### src/rtl/time_pkg.sv
// Shared definitions for time-set entry: FSM encodings, BCD digit limits and a load sanitiser.
package time_pkg;

  typedef enum logic [3:0] {
    StRun    = 4'd0,
    StEdit1  = 4'd1,
    StEdit2  = 4'd2,
    StEdit3  = 4'd3,
    StEdit4  = 4'd4,
    StEdit5  = 4'd5,
    StEdit6  = 4'd6,
    StCommit = 4'd7
  } tsState;

  localparam logic [3:0] LimHHt  = 4'd2;
  localparam logic [3:0] LimHHo  = 4'd9;
  localparam logic [3:0] LimHHo2 = 4'd3;  // HH ones limit while HH tens is 2
  localparam logic [3:0] LimMMt  = 4'd5;
  localparam logic [3:0] LimMMo  = 4'd9;
  localparam logic [3:0] LimSSt  = 4'd5;
  localparam logic [3:0] LimSSo  = 4'd9;

  function automatic logic [3:0] clampDigit(logic [3:0] d, logic [3:0] lim);
    return (d > lim) ? lim : d;
  endfunction

  // Keeps every digit legal even if the live time bus carries an out-of-range value.
  function automatic logic [23:0] sanitizeTime(logic [23:0] t);
    logic [3:0] hht;
    logic [3:0] hhoLim;
    hht    = clampDigit(t[23:20], LimHHt);
    hhoLim = (hht == 4'd2) ? LimHHo2 : LimHHo;
    return {hht, clampDigit(t[19:16], hhoLim), clampDigit(t[15:12], LimMMt),
            clampDigit(t[11:8], LimMMo), clampDigit(t[7:4], LimSSt), clampDigit(t[3:0], LimSSo)};
  endfunction

endpackage

### src/rtl/bcd_digit_inc.sv
// Limit-aware BCD digit increment: wraps to 0 once the digit reaches its limit.
module bcd_digit_inc (
  input  logic [3:0] digitIn,
  input  logic [3:0] limit,
  output logic [3:0] digitOut
);

  always_comb begin
    digitOut = (digitIn >= limit) ? 4'd0 : digitIn + 4'd1;
  end

endmodule

### src/rtl/time_set_entry.sv
// Time-set entry FSM: captures the live time, lets the user edit it digit by digit, then commits.
module time_set_entry
  import time_pkg::*;
#(
  parameter int unsigned BLINK_HALF = 25_000_000
) (
  input  logic        clk,
  input  logic        rst_n,
  input  logic        setMode,
  input  logic        nextDigit,
  input  logic        incDigit,
  input  logic [23:0] currentBits,
  output logic [23:0] setBits,
  output logic [3:0]  state,
  output logic        blink
);

  localparam int unsigned CntW = (BLINK_HALF > 1) ? $clog2(BLINK_HALF) : 1;
  localparam logic [CntW-1:0] CntLast = CntW'(BLINK_HALF - 1);

  tsState          stateQ, stateD;
  logic [23:0]     setBitsQ, setBitsD;
  logic            setModeQ;
  logic            blinkQ, blinkD;
  logic [CntW-1:0] blinkCntQ, blinkCntD;
  logic            editEntry;
  logic [3:0]      curDigit, curLimit, incOut;
  logic [23:0]     incBits;

  // Digit under the cursor and its current limit.
  always_comb begin
    curDigit = 4'd0;
    curLimit = LimSSo;
    case (stateQ)
      StEdit6: begin curDigit = setBitsQ[23:20]; curLimit = LimHHt; end
      StEdit5: begin
        curDigit = setBitsQ[19:16];
        curLimit = (setBitsQ[23:20] == 4'd2) ? LimHHo2 : LimHHo;
      end
      StEdit4: begin curDigit = setBitsQ[15:12]; curLimit = LimMMt; end
      StEdit3: begin curDigit = setBitsQ[11:8];  curLimit = LimMMo; end
      StEdit2: begin curDigit = setBitsQ[7:4];   curLimit = LimSSt; end
      StEdit1: begin curDigit = setBitsQ[3:0];   curLimit = LimSSo; end
      default: ;
    endcase
  end

  bcd_digit_inc uInc (
    .digitIn  (curDigit),
    .limit    (curLimit),
    .digitOut (incOut)
  );

  always_comb begin
    incBits = setBitsQ;
    case (stateQ)
      StEdit6: begin
        incBits[23:20] = incOut;
        // Entering the 20s must pull HH ones into 20..23.
        if (incOut == 4'd2 && setBitsQ[19:16] > LimHHo2) incBits[19:16] = LimHHo2;
      end
      StEdit5: incBits[19:16] = incOut;
      StEdit4: incBits[15:12] = incOut;
      StEdit3: incBits[11:8]  = incOut;
      StEdit2: incBits[7:4]   = incOut;
      StEdit1: incBits[3:0]   = incOut;
      default: ;
    endcase
  end

  always_comb begin
    stateD    = stateQ;
    setBitsD  = setBitsQ;
    editEntry = 1'b0;
    case (stateQ)
      StRun: begin
        if (setMode && !setModeQ) begin
          setBitsD  = sanitizeTime(currentBits);
          stateD    = StEdit6;
          editEntry = 1'b1;
        end
      end
      StCommit: stateD = StRun;
      default: begin
        if (!setMode) begin
          stateD = StCommit;
        end else begin
          if (incDigit) setBitsD = incBits;
          if (nextDigit) begin
            stateD    = (stateQ == StEdit1) ? StEdit6 : tsState'(stateQ - 4'd1);
            editEntry = 1'b1;
          end
        end
      end
    endcase
  end

  always_comb begin
    blinkD    = 1'b0;
    blinkCntD = '0;
    if (editEntry) begin
      blinkD = 1'b1;
    end else if (stateD != StRun && stateD != StCommit) begin
      if (blinkCntQ == CntLast) begin
        blinkD = ~blinkQ;
      end else begin
        blinkD    = blinkQ;
        blinkCntD = blinkCntQ + 1'b1;
      end
    end
  end

  always_ff @(posedge clk or negedge rst_n) begin
    if (!rst_n) begin
      stateQ    <= StRun;
      setBitsQ  <= 24'h000000;
      setModeQ  <= 1'b1;  // a held-high setMode after reset is not an edge
      blinkQ    <= 1'b0;
      blinkCntQ <= '0;
    end else begin
      stateQ    <= stateD;
      setBitsQ  <= setBitsD;
      setModeQ  <= setMode;
      blinkQ    <= blinkD;
      blinkCntQ <= blinkCntD;
    end
  end

  assign setBits = setBitsQ;
  assign state   = stateQ;
  assign blink   = blinkQ;

endmodule

### config.mk
export PLATFORM = sky130hd
export DESIGN_NAME = time_set_entry
export DESIGN_NICKNAME = d
export VERILOG_FILES = /design/src/rtl/time_pkg.sv /design/src/rtl/bcd_digit_inc.sv /design/src/rtl/time_set_entry.sv
export SDC_FILE = /design/constraint.sdc
export NUM_CORES = 1
export LEC_CHECK = 0
export ABC_AREA = 1
export BUFFER_PORTS_ARGS = -buffer_cell sky130_fd_sc_hd__buf_2
export CORE_MARGIN = 3
export CORE_UTILIZATION = 57
export CTS_CLUSTER_SIZE = 16
export DETAILED_ROUTE_END_ITERATION = 16
export GPL_ROUTABILITY_DRIVEN = 0
export PLACE_DENSITY = 0.78
export SYNTH_ARGS = -nofsm -noshare
export SYNTH_HDL_FRONTEND = slang
export SYNTH_SLANG_ARGS = --single-unit
### constraint.sdc
create_clock -name clk -period 3.5 [get_ports clk]
set_input_delay 0 -clock clk [delete_from_list [all_inputs] [get_ports clk]]
set_output_delay 0 -clock clk [all_outputs]
set_load 0.005 [all_outputs]
==> impl_metrics.toml <==
[worst_setup_path]
crit_path_cell_trace = "inv_1 -> ha_1 -> nand3_2 -> nor2_1 -> nor2_1 -> nand2_1 -> ha_1 -> inv_1 -> o21bai_1 -> nand3_1 -> nand3_1 -> nor2_1 -> nand2_1 -> nor2_1 -> nand2_1 -> nand2_2 -> nand2_2 -> nand2_1 -> nand2_1"
critical_path_class = "reg -> reg"
critical_path_arrival_ps = 3190
cp-end-kind = "register"
critPathSlowestCell = "dfrtp_1"
crit_path_max_incr_delay_ps = 450
crit_top_cell = "nand2_1"
r2r_slack_ps = 520
worstPathRequired_ps = 3710
start_kind = "register"
crit_fanout = 8

[placed_design]
dp_worst_setup_slack_ps = 557
post-place-cells = 595
io_buffers = 57
dpl.hpwl_mm = 6.99

[finish]
antennaDiodeCount = 0
layout_commonest_cell = "nand2_1"
final_cells = 606
layout.cells.most_common_list = "nand2_1, buf_2, inv_1"
syn_to_final_growth_pct = 11.2
n_fill_cell = 520
drive_above_1_share_pct = 22.4
nNetsFinal = 572

[drt]
drc = 0
vias = 3417
first_pass_iters = 5
wire_per_inst_um = 15.0
drt-total-wl_mm = 9.06
drt_iter0_markers = 264
ant_nets = 0
via_per_inst = 5.64

[sta]
rsz0062_at_grt = "no"
worst_slack_ps = 522
max_freq_mhz = 336
slew_headroom_pct = 59.5
hold_violations = 0
whs_ps = 3.78
fin_skew_ps = 7.68
finalCritPeriodShare_pct = 85.1
final.setup.tns_ps = 0
setup_viol = 0
slew_viol_final = 0
worstMarginPinSlew_ps = 607
period_needed_ps = 2980

[synthesis]
yosys.area_share.simple_pct = 33.1
syn_avg_cell_area_um2 = 7.80
synthTopCellsByArea = "dfrtp_1, nand2_1, inv_1, nand3_1, nor2_2"
syn_area_mm2 = 0.00368
syn-num-nets = 514
synth_seq_cells = 55
synth_top_family_by_area = "simple AND/OR/NAND/NOR gates"
ys_types = 43
ys_seq_area_share_pct = 37.4
yosysWarnings = 0
synthXorXnorAreaFrac_pct = 4.52
yosys.area.top_type_share_pct = 36.7
synth_compound_area_share_pct = 11.7
yosysTopAreaCell = "dfrtp_1"
synth_fa_ha_area_share_pct = 4.42
syn_inst = 472
muxShareOfSynthArea_pct = 0

[grt]
grt_max_degree = 38
grt_pass1_vias = 3308
grt_use_total_pct = 25.9
antenna_found_initial = 0
grt.overflow.total = 0
grt_pass1_wl_mm = 15.5

[cts]
htree_num_levels = 2
insertion_delay_ps = 310
cts.sink_count = 55
cts_resized = 0
cts_tree = "built"
clockBufferDepth = 2
root_buffer = "clkbuf_8"
path_clk_slew_ps = 100
cts_buffers = 5

[die]
chipHeight_um = 86.4
initial_core_util_pct = 60.4
num_rows = 28
io_pins = 58
dieArea_mm2 = 0.00746
core_mm2 = 0.00610
die_w_um = 86.4

[power]
powerDensity_mw_per_mm2 = 810
power_leakage_uw = 0.00195
irDropWorstVdd_mv = 0.985

[run]
drv_cap = 0

[run_status]
status = "finished clean"

[hold_path]
hold_path_class = "in -> reg"
==> area by class of cell <==
cell class	count	area (um^2)	share of cell area (%)
multi-input combinational	345	1980	48.3
sequential	55	1380	33.7
timing repair buffer	61	323	7.89
inverter	62	233	5.69
tap	75	93.8	2.29
clock buffer	6	72.6	1.77
clock inverter	2	16.3	0.397
==> timing repair <==
| item | CTS | global route |
|---|---|---|
| setup buffers | 0 | 0 |
| setup endpoints to repair | 0 | 0 |
| hold buffers | 3 | 0 |
| endpoints found under the hold margin | 20 | 0 |
==> metal layers <==
layer | GRT usage [%] | vias up | part of all wire, %
met4 | 9.63 | 0 | 3.0
met5 | 0 | - | 0
met2 | 44.5 | 109 | 50
met1 | 32.6 | 1595 | 41
li1 | - | 1686 | -
met3 | 4.47 | 27 | 5.9
==> worst paths after layout <==
check                           startpoint           end  depth (start not counted)
setup / recovery                  state[1]   setBits[19]                         19
hold / removal             currentBits[10]   setBits[10]                          3
setup reg to reg                  state[1]   setBits[19]                         19
hold reg to reg               blinkCntQ[0]  blinkCntQ[0]                          1
max in group asynchronous            rst_n      setModeQ                          3
min in group asynchronous            rst_n   setBits[17]                          2
==> state kept, by name (all words and copies together) (netlist names) <==
signal / cells
blink: 1
state: 4
blinkCntQ: 25
setBits: 24
setModeQ: 1
==> report_power, final <==
group | total [uW] | internal, uW | switching (uW) | leakage [uW]
sequential | 1030 | 809 | 222 | 0.000708
clock | 357 | 144 | 212 | 0.0000418
combinational | 1930 | 636 | 1290 | 0.00120
total | 3310 | 1590 | 1720 | 0.00195
==> through the flow <==
stage	utilization [%]	total power [uW]	cell area (um^2)
2_1_floorplan	-	2430	3680
3_3_place_gp	65.2	2880	3970
3_5_place_dp	65.2	2930	3970
4_1_cts	67.1	3300	4090
5_1_grt	67.1	3590	4090
6_report	67.1	3310	4090
==> Yosys cell counts, drive strengths merged <==
| master | count |
|---|---|
| clkinv | 1 |
| or2 | 2 |
| nand4 | 21 |
| o21a | 3 |
| nand3 | 45 |
| nor4 | 6 |
| buf | 7 |
| o211ai | 2 |
| a41oi | 1 |
| nor3 | 11 |
| xor2 | 15 |
| inv | 61 |
| o31ai | 3 |
| a22oi | 1 |
| ha | 13 |
| o21ai | 29 |
| a31oi | 7 |
| xnor2 | 4 |
| nand2 | 89 |
| dfstp | 1 |
| a211oi | 1 |
| a21oi | 11 |
| clkbuf | 3 |
| o21bai | 2 |
| nor2 | 70 |
| a2bb2oi | 9 |
| dfrtp | 54 |
==> critical path, delay by kind of cell (launching register included) <==
family,cells,cell delay [ps]
AND/OR/NAND/NOR,14,1530
adder cells (fa/ha/maj),2,620
flip-flops,1,450
buffers and inverters,2,200
AO/OA/AOI/OAI,1,50
==> cell families after synthesis <==
family                     count (synthesis)
adders and majority gates                 13
AOI/OAI and AO/OA                         69
buffers and inverters                     72
xor gates and xnor gates                  19
DFF                                       55
and+or+nand+nor                          244
Power figures use the tool's default switching activity.
